### config.mk
export PLATFORM = sky130hd
export DESIGN_NAME = saanvi_counter_flat
export DESIGN_NICKNAME = d
export VERILOG_FILES = /design/src/rtl/saanvi_counter_if.sv /design/src/rtl/saanvi_counter.sv /design/src/flat_wrapper.sv
export SDC_FILE = /design/constraint.sdc
export NUM_CORES = 1
export LEC_CHECK = 0
export BUFFER_PORTS_ARGS = -buffer_cell sky130_fd_sc_hd__buf_2
export CAP_MARGIN = 15
export CORE_MARGIN = 2
export CORE_UTILIZATION = 51
export DETAILED_ROUTE_END_ITERATION = 8
export PLACE_DENSITY = 0.85
export SETUP_SLACK_MARGIN = 0.2
export SLEW_MARGIN = 20
export SYNTH_ARGS = -nofsm -noshare
export SYNTH_HDL_FRONTEND = slang
export SYNTH_SLANG_ARGS = --single-unit
### constraint.sdc
create_clock -name clk -period 5.5 [get_ports clk]
set_input_delay 0.275 -clock clk [delete_from_list [all_inputs] [get_ports clk]]
set_output_delay 0.275 -clock clk [all_outputs]
set_load 0.01 [all_outputs]
### src/rtl/saanvi_counter_if.sv
// saanvi_counter_if
//   Tiny Tapeout user-slot pin bundle for saanvi_counter.
//   master : the side driving the pads (wrapper or bench). It drives ena, ui_in and uio_in.
//   slave  : the counter core. It drives uo_out, uio_out and uio_oe.
//   ena     - design select; the count holds while low
//   ui_in   - [0] cnt_en, [1] dir (1=up), [2] load, [3] sat_mode, [7:4] step
//   uio_in  - parallel load value
//   uo_out  - current count
//   uio_out - constant 0x00
//   uio_oe  - constant 0x00 (all bidirectional pins are inputs)
interface saanvi_counter_if;
    logic       ena;
    logic [7:0] ui_in;
    logic [7:0] uio_in;
    logic [7:0] uo_out;
    logic [7:0] uio_out;
    logic [7:0] uio_oe;

    modport master (
        output ena, ui_in, uio_in,
        input  uo_out, uio_out, uio_oe
    );

    modport slave (
        input  ena, ui_in, uio_in,
        output uo_out, uio_out, uio_oe
    );
endinterface

### src/rtl/saanvi_counter.sv
// saanvi_counter
//   Programmable 8-bit up/down counter. It supports a step of 1..15 (a step of 0 counts
//   as 1), a parallel load, and optional saturation.
//   Ports:
//     clk - clock; all state changes on its rising edge
//     rst - synchronous, active-high reset; clears the count
//     bus - saanvi_counter_if.slave (TT pins; see the interface file for the bit map)
//   Priority: rst > !ena (hold) > load > cnt_en (up/down) > hold.
//   Build option: define SAANVI_COUNTER_SATURATE_EN to let ui_in[3] select clamping at
//   0x00/0xFF. Without it the counter always wraps modulo 256, and ui_in[3] is ignored.
module saanvi_counter (
    input  logic              clk,
    input  logic              rst,
    saanvi_counter_if.slave   bus
);

    logic [7:0] count_q, count_d;
    logic       cnt_en, dir, load;
    logic [3:0] step_eff;

    assign cnt_en   = bus.ui_in[0];
    assign dir      = bus.ui_in[1];
    assign load     = bus.ui_in[2];
    // A step of 0 would make the counter stall, so it is treated as 1.
    assign step_eff = (bus.ui_in[7:4] == 4'd0) ? 4'd1 : bus.ui_in[7:4];

`ifdef SAANVI_COUNTER_SATURATE_EN
    logic       sat_mode;
    logic [8:0] sum, diff;

    assign sat_mode = bus.ui_in[3];
    // The ninth bit carries out on overflow and borrows on underflow.
    assign sum  = {1'b0, count_q} + {5'd0, step_eff};
    assign diff = {1'b0, count_q} - {5'd0, step_eff};
`else
    logic       unused_sat_mode;
    logic [7:0] sum, diff;

    assign unused_sat_mode = bus.ui_in[3];
    assign sum  = count_q + {4'd0, step_eff};
    assign diff = count_q - {4'd0, step_eff};
`endif

    always_comb begin
        count_d = count_q;
        if (!bus.ena) begin
            count_d = count_q;
        end else if (load) begin
            count_d = bus.uio_in;
        end else if (cnt_en) begin
            if (dir) begin
                count_d = sum[7:0];
`ifdef SAANVI_COUNTER_SATURATE_EN
                if (sat_mode && sum[8]) count_d = 8'hFF;
`endif
            end else begin
                count_d = diff[7:0];
`ifdef SAANVI_COUNTER_SATURATE_EN
                if (sat_mode && diff[8]) count_d = 8'h00;
`endif
            end
        end
    end

    always_ff @(posedge clk) begin
        if (rst) count_q <= 8'h00;
        else     count_q <= count_d;
    end

    assign bus.uo_out  = count_q;
    assign bus.uio_out = 8'h00;
    assign bus.uio_oe  = 8'h00;

endmodule

### src/flat_wrapper.sv
// flat-port wrapper written by rule: the top's interface ports become plain ports
module saanvi_counter_flat 
  (clk, rst, bus_ena, bus_ui_in, bus_uio_in, bus_uo_out, bus_uio_out, bus_uio_oe);
  saanvi_counter_if bus_i ();
  input  logic clk;
  input  logic rst;
  input wire logic [$bits(bus_i.ena)-1:0] bus_ena;
  input wire logic [$bits(bus_i.ui_in)-1:0] bus_ui_in;
  input wire logic [$bits(bus_i.uio_in)-1:0] bus_uio_in;
  output wire logic [$bits(bus_i.uo_out)-1:0] bus_uo_out;
  output wire logic [$bits(bus_i.uio_out)-1:0] bus_uio_out;
  output wire logic [$bits(bus_i.uio_oe)-1:0] bus_uio_oe;
  assign bus_i.ena = bus_ena;
  assign bus_i.ui_in = bus_ui_in;
  assign bus_i.uio_in = bus_uio_in;
  assign bus_uo_out = bus_i.uo_out;
  assign bus_uio_out = bus_i.uio_out;
  assign bus_uio_oe = bus_i.uio_oe;
  saanvi_counter u_core (.clk(clk), .rst(rst), .bus(bus_i));
endmodule
### Word-level counts from Yosys, hierarchy flattened

Index checks and enable logic that the tools add are counted.

| word-level totals | value |
|---|---|
| bits of input ports | 19 |
| memory bits (writable) | 0 |
| register bits | 8 |
| memory bits (read-only) | 0 |
| memories | 0 |
| bits in latches | 0 |

| operators by class | value |
|---|---|
| shifts and indexed selects | 0 |
| bitwise gates (word level) | 0 |
| multiplexer cells | 4 |
| divide/modulo/power cells | 0 |
| multiply operators | 0 |
| reductions and logical operators | 3 |
| order comparisons | 0 |
| add/subtract/negate cells | 2 |
| equality and inequality tests | 0 |

Operators by type and width:

| cell | number |
|---|---|
| $mux 8 | 3 |
| $add 8x4->8 | 1 |
| $sub 8x4->8 | 1 |
| $logic_not 4->1 | 1 |
| $mux 4 | 1 |
| $reduce_and 2->1 | 1 |
| $reduce_bool 2->1 | 1 |

### Depth between registers and ports, before layout

| depth | value |
|---|---|
| depth after elaboration | 6 |
| depth in mapped cells | 11 |
| mapped depth without buffers | 11 |

### Least setup slack after synthesis

Ideal clock, no wire load.

| timing | value |
|---|---|
| path type | in2reg |
| start point | input bus_ui_in[5] |
| end point | register u_core.count_q[5] (netlist: u_core.bus.uo_out[5]) |
| data arrival time | 2.518 ns |
| cell stages on the path | 11 |
| library setup time | 0.073 ns |
| data required time | 5.427 ns |
| setup slack | 2.909 ns |
| path through | nor3_2 > or2_2 > nor3_1 > ha_1 > mux2_2 > ha_1 > and4_1 > o211ai_1 > and3b_1 > o311a_1 > nor3_2 |

| on the way | value |
|---|---|
| cells in the longest elaborated chain, start to end | 6 |
| elaborated cells on any way between the ends | 7 |
| those cells by class | add/sub: 2; mux: 4; reduce/logical: 1 |

RTL lines:

| what | RTL line | source |
|---|---|---|
| from (decl) | flat_wrapper.sv:8 | `input wire logic [$bits(bus_i.ui_in)-1:0] bus_ui_in;` |
| $logic_not 4->1 | saanvi_counter.sv:25 | `assign step_eff = (bus.ui_in[7:4] == 4'd0) ? 4'd1 : bus.ui_in[7:4];` |
| $mux 4 * | saanvi_counter.sv:25 |  |
| $sub 8x4->8 or $add 8x4->8 (tied branches) | saanvi_counter.sv:41, saanvi_counter.sv:40 |  |
| $mux 8 * | saanvi_counter.sv:51 | `if (dir) begin` |
| $mux 8 * | saanvi_counter.sv:50 | `end else if (cnt_en) begin` |
| $mux 8 * | saanvi_counter.sv:48 | `end else if (load) begin` |
| to (signal assigned) | saanvi_counter.sv:67 | `else count_q <= count_d;` |
| to (decl) | saanvi_counter.sv:17 | `logic [7:0] count_q, count_d;` |

Mark *: on every way between the ends. The rest lies on a longest branch, timed or not. The select of a mux whose other input is x is not followed.
A chain may end at the register's enable or synchronous reset.

### Worst setup path after layout

| timing | value |
|---|---|
| start point | input bus_ui_in[5] |
| end point | register u_core.count_q[7] (netlist: u_core.bus.uo_out[7]) |

Same word-level chain as after synthesis.

==> summary.txt <==
Outcome
  • Status: complete, no violations

Timing
  • Unrepaired setup endpoints after global routing: no
  • Final Setup Violations: 0
  • Max-slew violations: 0
  • Clock Skew: 0.00729 ns
  • Crit share post-route: 50.3%
  • Slew @ Worst Pin: 0.576 ns
  • Fin. Hold Viols: 0
  • Slew HR: 61.2%
  • Fmax: 362 MHz
  • Final WS setup: 2.74 ns
  • Final min period: about 2.8 ns
  • Setup TNS: 0 ns

Place
  • Buffers on Ports: 25
  • RD Place Congestion: 0.822
  • HPWL after DPL: 1.87 mm
  • DP Worst Slack: roughly 2.5 ns

Routing
  • Met1 wire length: 1.07 mm
  • Post-route DRC: 0
  • Vias/cell: approximately 5.7
  • Max layer used: met4
  • Drt pass-1 iters: 4
  • Final wirelength: 2.37 mm
  • Metal3 WL: ~150 µm
  • Wire length per cell: 13.0 µm
  • Met2 routed WL: 1.10 mm
  • Vias: 1034
  • DRT iter0 DRCs: 46
  • Post-route ant nets: 0

Global routing
  • Congestion Overflow GR: 0
  • Number of global-route vias before repair: roughly 800
  • Largest net degree at the start of global routing: 21
  • Initial antenna violation count: 0
  • First-pass GRT wire length: 3.70 mm
  • GR Util All Layers: 20.3%

Clocking
  • Hold buffers post-CTS: 0
  • CTS H-Tree Depth: 1
  • Resized cells post-CTS: 0
  • Worst-path clk slew: about 0.060 ns
  • Post-CTS Setup Inserts: 0
  • CTS tree: yes
  • Clk_lat worst skew: around 0.27 ns
  • Root buf cell: clkbuf_4
  • Clk buf depth: 2
  • TritonCTS Buffers: 3
  • CTS Sinks: 8

Critical path
  • Most numerous cell on the critical path: ha_1
  • Slowest cell delay on critical path: roughly 0.36 ns
  • Crit path max-delay cell type: ha_1
  • Worst path cell trace: buf_2 > nor3_2 > or2_2 > nor3_1 > ha_1 > mux2_2 > ha_1 > and4_1 > o2111ai_1 > and2_1 > a211oi_1 > o32ai_1
  • Critical Path Start Type: input port
  • Critical R2R Capture: u_core.bus.uo_out[6]
  • Max FO, Critical Path: 6
  • R2r startpoint: u_core.bus.uo_out[0]
  • Crit path kind: in -> reg
  • Worst-case reg-to-reg path depth: 7
  • Worst EP required: 5.64 ns
  • Worst Path Arrival: 2.90 ns
  • FF-to-FF setup slack: 3.55 ns
  • Crit. End Element: register

Floorplan
  • Core area: 0.00192 mm²
  • Die area: around 0.0024 mm²
  • Die height: 48.8 µm
  • Chip width: ~49 µm
  • Initial core utilization: 53.2%
  • Cell Rows: 16
  • I/O pin total: 43

Min path
  • Hold path depth: 2
  • Worst Hold Path EP: u_core.bus.uo_out[6]
  • Worst min path class: in -> reg
  • HP Start: rst

Logic synthesis
  • Cell Area, Synth: 0.00102 mm²
  • Avg Cell Area, Syn: 7.69 µm²
  • Syn. warnings: 0
  • Synth Instances: 133
  • Sequential fraction of the synthesis area: roughly 16%
  • Post-synthesis register bit count: 8
  • Yosys cell types: 45

Job
  • Total of max-cap violations: 0

Power and ir drop
  • Power per cell area: 194 mW/mm²
  • Final Total Pwr: between 200 and 250 µW
  • Worst VDD drop: 156 µV
  • Leak Pwr: 0.000538 µW

Layout
  • Final #Nets: roughly 190
  • Layout cells sized above 1: 23.9%
  • Max reg flops: 8
  • Diode count: 0
  • Synth-to-layout area growth: 7.83%
[cells in the final DEF (no fill, tap or decap), types with 3 or more instances in the layout]
cell and count:
ha_1 8, nand3_1 5, conb_1 16, a31oi_1 3, a21oi_1 8, clkbuf_4 3, o21ai_0 3, nand2_1 9
dfxtp_1 8, a211oi_1 5, inv_1 5, buf_2 25, nor3_1 4, nor2_1 14
[through the flow]
stage | utilization (%) | instances | area [µm²] | hold WS (ns)
6_report | 57.4 | 182 | 1100 | 0.318
5_1_grt | 57.4 | 182 | 1100 | 0.322
4_1_cts | 57.4 | 182 | 1100 | 0.310
3_5_place_dp | 56.2 | 179 | 1080 | 0.489
3_3_place_gp | 56.2 | 179 | 1080 | 0.485
2_1_floorplan | - | 148 | 1080 | 0.490
[cell usage after synthesis (all sizes together)]
library cell	n	share of area (%)
o2111ai	2	1.7
conb	1	0.37
a21oi	8	3.9
nand2b	1	0.61
and3	1	0.73
a31oi	3	1.8
o41ai	1	0.86
xor2	1	0.86
nor2	14	5.1
or2	2	1.2
a311oi	1	0.86
o211ai	2	1.5
nand2	9	3.3
o211a	1	0.98
a221oi	1	1.5
inv	5	1.8
buf	19	14
o311a	2	2.0
xnor2	2	1.7
mux2	1	1.1
a21o	3	2.4
nor4	1	0.61
and3b	1	0.86
a22oi	1	0.73
o32ai	1	0.86
a21boi	2	1.5
fa	1	2.0
o21a	1	0.73
nor3	6	3.9
nor3b	2	1.5
mux2i	1	0.98
clkbuf	2	1.1
o31ai	1	0.73
ha	8	9.8
and4	1	0.86
and2	2	1.2
a211oi	5	3.7
nand3b	1	0.73
nand3	5	2.4
dfxtp	8	16
o21ai	3	1.5
[final cells by class]
class                      count  area, µm²
tap                           27       33.8
fill                         201        820
sequential                     8        160
timing repair buffer          25        125
multi-input combinational    114        742
inverter                       5       18.8
clock buffer                   3       22.5
[where the power goes]
part / switching, µW / leakage [µW] / total [µW] / internal, µW
Clock: 23.7 / 0.0000138 / 48.9 / 25.2
Combinational: 56.3 / 0.000458 / 97.2 / 40.9
Sequential: 4.97 / 0.0000661 / 68.1 / 63.1
[worst max-delay path by stage]
stage	from	end	slack [ns]	depth (start not counted)
3_3_place_gp	bus_ui_in[5]	u_core.bus.uo_out[7]	2.54	12
6_report	bus_ui_in[5]	u_core.bus.uo_out[7]	2.74	12
4_1_cts	bus_ui_in[5]	u_core.bus.uo_out[7]	2.77	12
5_1_grt	bus_ui_in[5]	u_core.bus.uo_out[7]	2.58	12
3_5_place_dp	bus_ui_in[5]	u_core.bus.uo_out[7]	2.52	12
2_1_floorplan	bus_ui_in[5]	u_core.bus.uo_out[5]	2.91	11
[per-layer routing]
layer	up-vias	GRT usage, %
met1	485	24.7
met4	0	12.9
li1	501	-
met5	-	0
met2	44	33.6
met3	4	3.07
[cell families (layout without fill, tap and decap cells)]
group	Yosys count	in the layout	synth area share (%)
other cells	1	16	0.367
compound gates	38	38	27.2
mux	2	2	2.08
simple gates	46	46	23.1
fa+ha+maj	9	9	11.8
flops	8	8	15.7
buf+inv	26	33	17.3
xor+xnor	3	3	2.57
[worst max-delay path: cells and delay by family]
family / cells / cell delay [ns]
compound gates: 3 / 0.53
buf+inv: 1 / 0.13
simple gates: 5 / 1.06
fa+ha+maj: 2 / 0.63
mux: 1 / 0.27
Note: power is estimated with default switching activity, not from simulation.
